===== src/rtl/bin2bcd_seq.sv =====
// Sequential binary-to-BCD converter using one double-dabble step per cycle.
// Produces a one-cycle result pulse with BCD digits, leading-zero blank mask and overflow flag.
module bin2bcd_seq #(
  parameter int DW = 8,
  parameter int ND = 3
) (
  input  logic              iCLK,
  input  logic              iRST,
  input  logic              iVALID,
  input  logic [DW-1:0]     iDAT,
  output logic              oREADY,
  output logic              oVALID,
  output logic [4*ND-1:0]   oBCD,
  output logic [ND-1:0]     oBLANK,
  output logic              oOVF
);

  // Internal digit count: ceil(DW*log10(2)) + 1, never fewer than the output digits.
  localparam int NI_RAW = (DW * 30103 + 99999) / 100000 + 1;
  localparam int NI     = (NI_RAW > ND) ? NI_RAW : ND;
  localparam int CW     = $clog2(DW + 1);
  localparam logic [ND-1:0] BLANK_RST = ~ND'(1);

  typedef enum logic [1:0] {IDLE, SHIFT, DONE} state_t;

  state_t              state, state_nxt;
  logic [DW-1:0]       sr;
  logic [4*NI-1:0]     scr;
  logic [CW-1:0]       cnt;
  logic                accept, shift_en, done, last_step;

  function automatic logic [4*NI+DW-1:0] dabble_step(input logic [4*NI-1:0] s,
                                                     input logic [DW-1:0]   b);
    logic [4*NI-1:0] adj;
    adj = s;
    for (int i = 0; i < NI; i++) begin
      if (s[4*i +: 4] >= 4'd5) adj[4*i +: 4] = s[4*i +: 4] + 4'd3;
    end
    return {adj, b} << 1;
  endfunction

  function automatic logic upper_nonzero(input logic [4*NI-1:0] s);
    logic r;
    r = 1'b0;
    for (int i = ND; i < NI; i++) begin
      r = r | (s[4*i +: 4] != 4'd0);
    end
    return r;
  endfunction

  // Bit i set when digits i..ND-1 are all zero; the units digit is always shown.
  function automatic logic [ND-1:0] blank_mask(input logic [4*ND-1:0] d);
    logic [ND-1:0] m;
    logic          zero;
    m    = '0;
    zero = 1'b1;
    for (int i = ND - 1; i >= 1; i--) begin
      zero = zero & (d[4*i +: 4] == 4'd0);
      m[i] = zero;
    end
    return m;
  endfunction

  assign last_step = (cnt == CW'(DW - 1));

  always_ff @(posedge iCLK) begin
    if (iRST) state <= IDLE;
    else      state <= state_nxt;
  end

  always_comb begin
    state_nxt = state;
    case (state)
      IDLE:    if (iVALID) state_nxt = SHIFT;
      SHIFT:   if (last_step) state_nxt = DONE;
      DONE:    state_nxt = IDLE;
      default: state_nxt = IDLE;
    endcase
  end

  always_comb begin
    oREADY   = 1'b0;
    accept   = 1'b0;
    shift_en = 1'b0;
    done     = 1'b0;
    case (state)
      IDLE: begin
        oREADY = 1'b1;
        accept = iVALID;
      end
      SHIFT:   shift_en = 1'b1;
      DONE:    done     = 1'b1;
      default: ;
    endcase
  end

  // Conversion datapath: load on accept, one dabble step per SHIFT cycle.
  always_ff @(posedge iCLK) begin
    if (iRST) begin
      sr  <= '0;
      scr <= '0;
      cnt <= '0;
    end else if (accept) begin
      sr  <= iDAT;
      scr <= '0;
      cnt <= '0;
    end else if (shift_en) begin
      {scr, sr} <= dabble_step(scr, sr);
      cnt       <= cnt + CW'(1);
    end
  end

  // Result registers: updated only when leaving DONE, held otherwise.
  always_ff @(posedge iCLK) begin
    if (iRST) begin
      oVALID <= 1'b0;
      oBCD   <= '0;
      oBLANK <= BLANK_RST;
      oOVF   <= 1'b0;
    end else begin
      oVALID <= done;
      if (done) begin
        oBCD   <= scr[4*ND-1:0];
        oBLANK <= blank_mask(scr[4*ND-1:0]);
        oOVF   <= upper_nonzero(scr);
      end
    end
  end

endmodule


===== config.mk =====
export PLATFORM = sky130hd
export DESIGN_NAME = bin2bcd_seq
export DESIGN_NICKNAME = d
export VERILOG_FILES = /design/src/rtl/bin2bcd_seq.sv
export SDC_FILE = /design/constraint.sdc
export NUM_CORES = 1
export LEC_CHECK = 0
export ABC_CLOCK_PERIOD_IN_PS = 3110
export CAP_MARGIN = 10
export CORE_UTILIZATION = 58
export DETAILED_ROUTE_END_ITERATION = 12
export HOLD_SLACK_MARGIN = 0.02
export PLACE_DENSITY = 0.81
export REMOVE_ABC_BUFFERS = 1
export SLEW_MARGIN = 20
export SYNTH_ARGS = -nofsm -noshare
export SYNTH_HDL_FRONTEND = slang
export SYNTH_SLANG_ARGS = --single-unit
export TNS_END_PERCENT = 100

===== constraint.sdc =====
create_clock -name iCLK -period 3.11 [get_ports iCLK]
set_input_delay 0.622 -clock iCLK [delete_from_list [all_inputs] [get_ports iCLK]]
set_output_delay 0.622 -clock iCLK [all_outputs]
set_load 0.01 [all_outputs]

* Word level (Yosys, flattened, before mapping)
Cells that the tools add are included.
W data, S select, Z words.
** Operators by class
- Multiplexer cells :: 13
- Equal/unequal tests :: 5
- Div/mod/pow operators :: 0
- Multiply operators :: 0
- $lt $le $gt $ge :: 4
- Bitwise gates (word level) :: 1
- Add/sub/neg operators :: 5
- Shifts and indexed selects :: 0
- Reductions and logical operators :: 7
** Operators with widths (count)
- $ge A4 B3 Y1 const B :: 4
- $mux W8 :: 2
- $add A4 B2 Y4 const B :: 3
- $mux W4 :: 3
- $logic_not A4 Y1 :: 2
- $add A4 B1 Y4 const B :: 1
- $eq A4 B3 Y1 const B :: 1
- $mux W1 :: 4
- $mux W2 :: 2
- $ne A2 B2 Y1 const B :: 2
- $pmux W2 S2 :: 1
- $reduce_bool A4 Y1 :: 1
- $add A3 B2 Y3 const B :: 1
- $mux W3 :: 1
- $eq A2 B1 Y1 const B :: 1
- $eq A2 B2 Y1 const B :: 1
- $logic_not A2 Y1 :: 1
- $reduce_and A2 Y1 :: 1
- $reduce_bool A2 Y1 :: 1
- $reduce_or A2 Y1 :: 1
- $and A1 B1 Y1 :: 1
** Word-level totals
- Output and inout bits :: 18
- Word-level logic and storage cells :: 43
- Memories :: 0
- Bits in latches :: 0
- Register bits after elaboration :: 46
- ROM bits :: 0
- Memory bits (writable) :: 0
- Input port bits :: 11

* Depth between registers and ports, before layout
Gate-level depths: netlist of the first run.
- Depth after elaboration :: 4
- Depth in mapped cells :: 6
- Mapped depth without buffers :: 6

* Least setup slack after synthesis of the first run
Ideal clock, no wire load.
- Kind :: input -> register
- From :: input iVALID
- To :: register scr[1]
- Buffers on the path :: 2
- Data arrival time :: 1325 ps
- Required time :: 2987 ps
- Library setup time :: 123 ps
- Stages on the path :: 5
- Path slack :: 1662 ps
- Path through :: nor3b_2 -> or2_1 -> buf_2 -> buf_6 -> a21oi_1
** On the way
- Longest elaborated chain between the ends :: 2
** Ends and longest elaborated chain
- from (decl) :: RTL line 9 : input logic iVALID,
- $mux W1 :: RTL line 86 : case (state)
- $reduce_or A2 Y1 (no source line)
- to (signal assigned) :: RTL line 108 : {scr, sr} <= dabble_step(scr, sr);
- to (decl) :: RTL line 28 : logic [4*NI-1:0] scr;
No other way between the ends.
A chain may end at the register's enable or synchronous reset.

* Worst setup path after layout of the first run
- From :: register state[1]
- To :: output oREADY
** On the way
- Longest elaborated chain between the ends :: 2
** Ends and longest elaborated chain
- from (decl) :: RTL line 26 : state_t state, state_nxt;
- from (signal assigned) :: RTL line 68 : else state <= state_nxt;
- $logic_not A2 Y1 :: RTL line 86
- $mux W1 :: RTL line 86
- to (decl) :: RTL line 11 : output logic oREADY,
No other way between the ends.

==> results of run 1 <==
## through the flow
stage          power [W]  setup slack [ns]  hold WS [ns]  instance area [um^2]  utilization
6_report         0.00107              1.08         0.461                  2440        0.714
5_1_grt          0.00111              1.03         0.480                  2440        0.714
4_1_cts          0.00107              1.08         0.464                  2440        0.714
3_5_place_dp    0.000725             0.967         0.446                  2360        0.692
3_3_place_gp    0.000724             0.991         0.441                  2360        0.692
2_1_floorplan   0.000682              1.09         0.430                  2000            -
## critical path: stages, from the launching register on
cell and delay (ns):
dfxtp_1 0.38, nor2_1 0.12, clkdlybuf4s50_1 0.54
## worst max path at each step
stage / start / to / slack, ns / depth (start not counted)
CTS: state[1] / oREADY / 1.08 / 2
global placement: iVALID / scr[4] / 0.99 / 5
finish: state[1] / oREADY / 1.08 / 2
floorplan: state[0] / cnt[3] / 1.09 / 4
detailed placement: iVALID / scr[12] / 0.97 / 5
global route: state[1] / oREADY / 1.03 / 2
## power groups by stage
stage	sequential, W	clock (W)	combinational (W)
after floorplan	0.000622	0	0.0000602
after global placement	0.000624	0	0.0000998
after detailed placement	0.000624	0	0.000102
after CTS	0.000611	0.000358	0.000102
after global routing	0.000613	0.000385	0.000115
final	0.000611	0.000356	0.000102
## metal layers
metal	wire (um)	track usage	vias to the layer above
met3	256	0.0602	8
li1	-	-	893
met4	78	0.0872	0
met5	0	0	-
met1	1850	0.284	795
met2	1870	0.375	56
## flip-flops by register name, summed over array words and instances, names as in the netlist
register	count
scr	16
oBCD	12
sr	8
cnt	4
oBLANK	2
state	2
oOVF	1
oVALID	1
## synthesized netlist by cell type (2+ instances only)
library cell / number / area (um^2)
nor2_1: 17 / 63.8
dfxtp_1: 46 / 921
buf_6: 2 / 22.5
nor3_1: 4 / 20.0
o21ai_1: 3 / 15.0
mux2i_1: 5 / 50.1
clkbuf_1: 3 / 11.3
a41oi_1: 2 / 17.5
inv_1: 8 / 30.0
ha_1: 11 / 138
nand3_1: 4 / 20.0
nand4_1: 2 / 12.5
nor3b_1: 3 / 22.5
buf_2: 8 / 40.0
o21ai_0: 4 / 20.0
a22oi_1: 7 / 52.6
a31oi_1: 4 / 25.0
nand2b_1: 6 / 37.5
nand3b_1: 2 / 15.0
a21oi_1: 33 / 165
a22o_1: 4 / 35.0
nand2_1: 38 / 143
buf_4: 5 / 37.5
xor2_1: 2 / 17.5
a211oi_1: 7 / 52.6
## cells by family (layout without fill, tap and decap cells)
group	Yosys count	count (layout)	synth area share
simple gates	83	83	0.184
buf+inv	27	47	0.0685
compound gates	70	70	0.210
fa+ha+maj	11	11	0.0650
mux	5	5	0.0236
xor+xnor	3	3	0.0124
flops	46	46	0.435
other cells	1	1	0.00177
## layout make-up
| cell class | count | share of cell area |
|---|---|---|
| Sequential cell | 46 | 0.378 |
| Timing Repair Buffer | 31 | 0.123 |
| Tap cell | 46 | 0.0236 |
| Multi-Input combinational cell | 173 | 0.433 |
| Clock inverter | 1 | 0.0123 |
| Inverter | 8 | 0.0123 |
| Clock buffer | 7 | 0.0185 |
==> results.json, run 1 <==
{
  "fin_crit_ns": 2.03,
  "dieWidth_um": 62.4,
  "die_h_um": 62.4,
  "drive_gt1_frac": 0.0564,
  "synth_area_per_cell_um2": 8.61,
  "groute.usage.overall": 0.228,
  "drt-vias-per-instance": 5.62,
  "num-nets-final": 287,
  "holdPathEnd": "oBCD[5]",
  "cts_resized": 0,
  "antenna_found_initial": 0,
  "dieArea_um2": 3900,
  "synth_flop_cell": "dfxtp_1",
  "post_cts_buffers": 0,
  "numPortBuffers": 27,
  "fin_setup_tns_ns": 0,
  "p_sw_frac": 0.239,
  "yosysWarnings": 0,
  "layout_common_cells": "dfxtp_1 (46), nand2_1 (38), a21oi_1 (33), clkdlybuf4s50_1 (27), nor2_1 (17)",
  "rows": 21,
  "antennaDiodeCount": 0,
  "gp_congestion": 0.779,
  "grt_start_max_net_pins": 27,
  "dr.pass1.iters": 4,
  "reg2reg_to": "scr[1]",
  "ir_drop_v": 0.000263,
  "cp.arrival_ns": 1.40,
  "power_density_nw_per_um2": 439,
  "regArea_um2": 921,
  "rsz0062_at_grt": "no",
  "p_switching_w": 0.000256,
  "hpwl_um": 2720,
  "placed_cells": 304,
  "r2r-start": "state[1]",
  "clockPowerShare": 0.333,
  "cts_buffers": 5,
  "maxSlewViolCount": 0,
  "worst_slew_pin_slew_ns": 0.780,
  "min_period_over_period": 0.652,
  "worstPathRequired_ns": 2.49,
  "dr.first_iter.drc_count": 154,
  "r2r_setup_slack_ns": 1.38,
  "combPwrFrac": 0.096,
  "synth_cell_types": 41,
  "clockRootBuffer": "clkbuf_4",
  "max-cap-violations": 0,
  "first_global_vias": 1601,
  "timing.fmax_mhz": 493,
  "clock_sinks": 46,
  "yosysSeqAreaShare": 0.435,
  "drt-wirelength-per-cell_um": 13.0,
  "htreeDepth": 2,
  "final_common_cell": "dfxtp_1",
  "finalHoldViolCount": 0,
  "clk_pin_slew_ns": 0.13,
  "skew_ns": 0.00852,
  "async_flop_share": 0,
  "wl_um": 4060,
  "clk_latency_ns": 0.36,
  "setup_violations": 0,
  "seq_power_share": 0.571,
  "ant_nets": 0,
  "drcViolationCount": 0,
  "hold_path_class": "register to register",
  "overflow": 0,
  "hold_depth": 2,
  "vias": 1752,
  "core_um2": 3420,
  "nFillCells": 293,
  "cts_tree": "done",
  "cp-end-kind": "primary output",
  "reg2reg_depth": 4,
  "grt_pass1_wl_um": 7040,
  "start_util": 0.620,
  "area_growth_pct": 15.1,
  "startpoint_type": "register",
  "ys_ff_latch": 46,
  "slew_headroom": 0.480,
  "hp-start": "oBCD[5]",
  "postCtsHoldBufs": 0,
  "multi_input_area_um2": 1050,
  "status": "finished clean",
  "netlist_instances": 246,
  "syn_area_um2": 2120,
  "ios": 29,
  "fin_cells": 312,
  "cts_max_path_buffers": 2,
  "synth_edf_count": 0,
  "p_int_w": 0.000814,
  "crit_type": "register to primary output",
  "p_leak_nw": 0.877,
  "cp_max_fo": 6
}
(Power assumes the default switching activity.)
==> inputs of run 2 (changes only) <==
- ABC_CLOCK_PERIOD_IN_PS: 3110 -> 1700
- CORE_UTILIZATION: 58 -> 49
- PLACE_DENSITY: 0.81 -> 0.72
- clock period: 3.11 -> 1.7 ns (I/O delays scaled with it)
==> run 2 against run 1 <==
Effect of this change: count of clock-buffer cells in the layout is 1 higher; non-clock buffer count is 6 higher; largest cell class unchanged; combinational power up 100%; worst setup slack got worse by 1.0 ns; flip-flop and latch count stayed put; sequential power rose by 83%; register-to-register slack worse by 1.2 ns; via count decreased by 1.3%; clock power grew 120%.
==> results.json, run 2 (synthesis results as in run 1) <==
{
  "drt-vias-per-instance": 5.37,
  "multi_input_area_um2": 1050,
  "min_period_over_period": 0.971,
  "drt-wirelength-per-cell_um": 12.5,
  "timing.fmax_mhz": 606,
  "grtUsageMet1": 0.274,
  "antenna_found_initial": 0,
  "combPwrFrac": 0.099,
  "drive_gt1_frac": 0.0882,
  "p_leak_nw": 0.925,
  "post_cts_buffers": 0,
  "status": "finished clean",
  "clockRootBuffer": "clkbuf_8",
  "p_switching_w": 0.000488,
  "clk_pin_slew_ns": 0.08,
  "wl_um": 4040,
  "dr.first_iter.drc_count": 125,
  "cts_max_path_buffers": 2,
  "cts_resized": 1,
  "clock_sinks": 46,
  "cts_buffers": 5,
  "cp.arrival_ns": 1.31,
  "max-cap-violations": 0,
  "drcViolationCount": 0,
  "final_common_cell": "dfxtp_1",
  "start_util": 0.518,
  "largest_reg_flops": 16,
  "crit_type": "register to primary output",
  "fin_ws_ns": 0.0485,
  "antennaDiodeCount": 0,
  "startpoint_type": "register",
  "fin_area_um2": 2540,
  "cp-end-kind": "primary output",
  "total_power_w": 0.00209,
  "dieWidth_um": 67.8,
  "dieArea_um2": 4590,
  "gr-usage-met2": 0.307,
  "seq_power_share": 0.534,
  "fin_crit_ns": 1.65,
  "numPortBuffers": 27,
  "area_growth_pct": 19.8,
  "grt_pass1_wl_um": 6870,
  "htreeDepth": 2,
  "clk_latency_ns": 0.30,
  "hpwl_um": 2800,
  "rsz0062_at_grt": "no",
  "p_int_w": 0.00160,
  "gp_congestion": 0.792,
  "skew_ns": 0.00975,
  "postCtsHoldBufs": 0,
  "core_um2": 4090,
  "final_util": 0.621,
  "die_h_um": 67.8,
  "groute.usage.overall": 0.201,
  "rows": 23,
  "largest_register": "scr",
  "placed_cell_area_um2": 2430,
  "cts_tree": "done",
  "num-nets-final": 293,
  "grt_start_max_net_pins": 30,
  "ios": 29,
  "hold_path_class": "register to register",
  "maxSlewViolCount": 0,
  "layout_common_cells": "dfxtp_1 (45), nand2_1 (38), a21oi_1 (33), clkdlybuf4s50_1 (27), nor2_1 (17)",
  "finalHoldViolCount": 0,
  "cp_max_fo": 6,
  "setup_violations": 0,
  "p_sw_frac": 0.234,
  "fin_setup_tns_ns": 0,
  "grt_busiest_layer": "met2",
  "dp_slack_ns": 0.0647,
  "dr.pass1.iters": 4,
  "vias": 1730,
  "overflow": 0,
  "nFillCells": 370,
  "first_global_vias": 1456,
  "reg_top3": "scr: 16 flops, oBCD: 12 flops, sr: 8 flops",
  "ant_nets": 0,
  "clockPowerShare": 0.367,
  "regArea_um2": 922,
  "worstPathRequired_ns": 1.36,
  "gr-usage-met3": 0.0557,
  "ir_drop_v": 0.000369,
  "power_density_nw_per_um2": 823
}
run 2: changes by cell type in the layout (fill, tap and decap cells not counted), sizes merged:
cell and delta:
clkbuf +1, buf +6, bufinv -1
run 2: stage by stage:
stage	hold slack (ns)	cells
6_report	0.455	322
5_1_grt	0.481	322
4_1_cts	0.457	322
3_5_place_dp	0.446	314
3_3_place_gp	0.442	314
2_1_floorplan	0.409	227
run 2: power by group through the flow:
| stage | Clock (W) | Sequential [W] | Combinational (W) |
|---|---|---|---|
| CTS | 0.000793 | 0.00112 | 0.000206 |
| global placement | 0 | 0.00114 | 0.000205 |
| floorplan | 0 | 0.00114 | 0.000110 |
| detailed placement | 0 | 0.00114 | 0.000204 |
| global route | 0.000838 | 0.00112 | 0.000229 |
| finish | 0.000767 | 0.00112 | 0.000206 |
run 2: cell type report:
type	count	share of cell area
tap	50	0.0247
multi-input combinational	173	0.416
clock buffer	8	0.0434
timing repair buffer	37	0.141
inverter	8	0.0118
sequential	46	0.363
run 2: layer usage:
| layer | wire (um) | part of all wire | vias up |
|---|---|---|---|
| met5 | 0 | 0 | - |
| met4 | 45 | 0.011 | 0 |
| met3 | 163 | 0.040 | 5 |
| met2 | 1800 | 0.45 | 41 |
| met1 | 2030 | 0.50 | 780 |
| li1 | - | - | 904 |
run 2: path summary, 6_finish.rpt:
kind / startpoint / to / slack, ns / cells past startpoint
min reg2reg: oBCD[1] / oBCD[1] / 0.46 / 2
max reg2reg: scr[1] / scr[1] / 0.15 / 6
max: state[1] / oREADY / 0.05 / 2
min: oBCD[1] / oBCD[1] / 0.46 / 2
run 2: critical path: stages (launching register included):
cell             delay [ns]
dfxtp_2                0.36
nor2_1                 0.11
clkdlybuf4s50_1        0.55
==> inputs of run 3 (changes only) <==
- CORE_ASPECT_RATIO: not set -> 0.8
==> run 3 against run 2 <==
Effect of this change: combinational power rose by 4%; utilization rose by 2.5 points; power down 4.1%; wire length grew 2.8%; hold slack lost 0.00090 ns; first-iteration DRC count grew 15%; critical path type unchanged; highest routed layer unchanged.
==> results.json, run 3 (synthesis results as in run 1) <==
{
  "status": "finished clean",
  "cp.arrival_ns": 1.30,
  "placed_cells": 321,
  "cts_max_path_buffers": 2,
  "grt_start_max_net_pins": 30,
  "fin_crit_ns": 1.64,
  "cts_tree": "done",
  "regArea_um2": 922,
  "worstPathRequired_ns": 1.36,
  "reg2reg_to": "scr[5]",
  "skew_ns": 0.00351,
  "hold_path_class": "register to register",
  "r2r-start": "scr[4]",
  "rsz0062_at_grt": "no",
  "reg_top3": "scr: 16 flops, oBCD: 12 flops, sr: 8 flops",
  "clock_sinks": 46,
  "clockRootBuffer": "clkbuf_8",
  "hpwl_um": 2890,
  "power_density_nw_per_um2": 785,
  "fin_cells": 329,
  "first_global_vias": 1494,
  "ant_nets": 0,
  "antenna_found_initial": 0,
  "htreeDepth": 2,
  "multi_input_area_um2": 1050,
  "die_h_um": 60.8,
  "core_um2": 3950,
  "fin_setup_tns_ns": 0,
  "dieWidth_um": 75.5,
  "startpoint_type": "register",
  "final_common_cell": "dfxtp_1",
  "largest_reg_flops": 16,
  "wl_um": 4150,
  "antennaDiodeCount": 0,
  "fin_area_um2": 2550,
  "numPortBuffers": 27,
  "cts_buffers": 5,
  "whs_ns": 0.454,
  "area_growth_pct": 20.5,
  "nFillCells": 386,
  "r2r_setup_slack_ns": 0.15,
  "drt-vias-per-instance": 5.40,
  "timing.fmax_mhz": 612,
  "hp-start": "oBCD[5]",
  "overflow": 0,
  "grt_pass1_wl_um": 6890,
  "max-cap-violations": 0,
  "min_period_over_period": 0.962,
  "cp_max_fo": 6,
  "dr.pass1.iters": 5,
  "ir_drop_v": 0.000485,
  "drt-wirelength-per-cell_um": 12.6,
  "ios": 29,
  "groute.usage.overall": 0.201,
  "layout_common_cells": "dfxtp_1 (45), nand2_1 (38), a21oi_1 (33), clkdlybuf4s50_1 (27), nor2_1 (17)",
  "start_util": 0.536,
  "placed_cell_area_um2": 2460,
  "largest_register": "scr",
  "holdPathEnd": "oBCD[5]",
  "clk_latency_ns": 0.29,
  "rows": 20,
  "num-nets-final": 295,
  "drcViolationCount": 0,
  "p_leak_nw": 0.933,
  "gp_congestion": 0.796,
  "setup_violations": 0,
  "dr.first_iter.drc_count": 144,
  "final_util": 0.646,
  "vias": 1778,
  "cp-end-kind": "primary output",
  "clk_pin_slew_ns": 0.08,
  "drive_gt1_frac": 0.0912,
  "dieArea_um2": 4590,
  "reg2reg_depth": 6,
  "crit_type": "register to primary output",
  "hold_depth": 2,
  "maxSlewViolCount": 0,
  "finalHoldViolCount": 0
}
run 3: cell types whose count changed in the layout (fill, tap and decap cells not counted), sizes merged:
cell | before | now
buf | 10 | 12
clkbuf | 8 | 7
clkinv | 0 | 1
run 3: what timing repair did:
action | in CTS | in global routing
hold buffers | 0 | 0
gates resized for setup | 0 | 1
setup endpoints to repair | 0 | 1
buffers inserted | 0 | 0
run 3: power breakdown:
part           leakage (nW)  total, W  switching [W]  internal, W
clock network        0.0482  0.000672       0.000344     0.000328
registers             0.373   0.00112      0.0000170      0.00110
logic                 0.511  0.000215       0.000119    0.0000968
total                 0.933   0.00200       0.000479      0.00152
run 3: worst max path at each step:
stage                     slack (ns)     end      from
after global routing           0.003  oREADY  state[0]
after global placement          0.09   sr[5]    iVALID
after detailed placement        0.06   sr[3]    iVALID
after CTS                       0.02  oREADY  state[1]
final                           0.06  oREADY  state[1]
after floorplan                -0.32  cnt[3]  state[0]
run 3: layer usage:
layer | up-vias | GRT usage | part of all wire
li1 | 913 | - | -
met3 | 4 | 0.0449 | 0.046
met4 | 0 | 0.0635 | 0.0070
met2 | 53 | 0.305 | 0.44
met1 | 808 | 0.286 | 0.50
met5 | - | 0 | 0
run 3: worst max-delay path, stage by stage (launching register included):
cell,delay [ns]
dfxtp_2,0.36
nor2_1,0.11
clkdlybuf4s50_1,0.54
run 3: final cells by class:
cell class	count	area share
timing repair buffer	39	0.151
clock buffer	7	0.0338
multi-input combinational	173	0.413
clock inverter	1	0.00196
inverter	8	0.0118
tap	55	0.0270
sequential	46	0.361
run 3: metrics by stage:
stage / power [W] / worst slack [ns]
after global placement: 0.00135 / 0.0886
after detailed placement: 0.00136 / 0.0602
after global routing: 0.00210 / 0.00293
after CTS: 0.00202 / 0.0168
final: 0.00200 / 0.0649
after floorplan: 0.00125 / -0.325
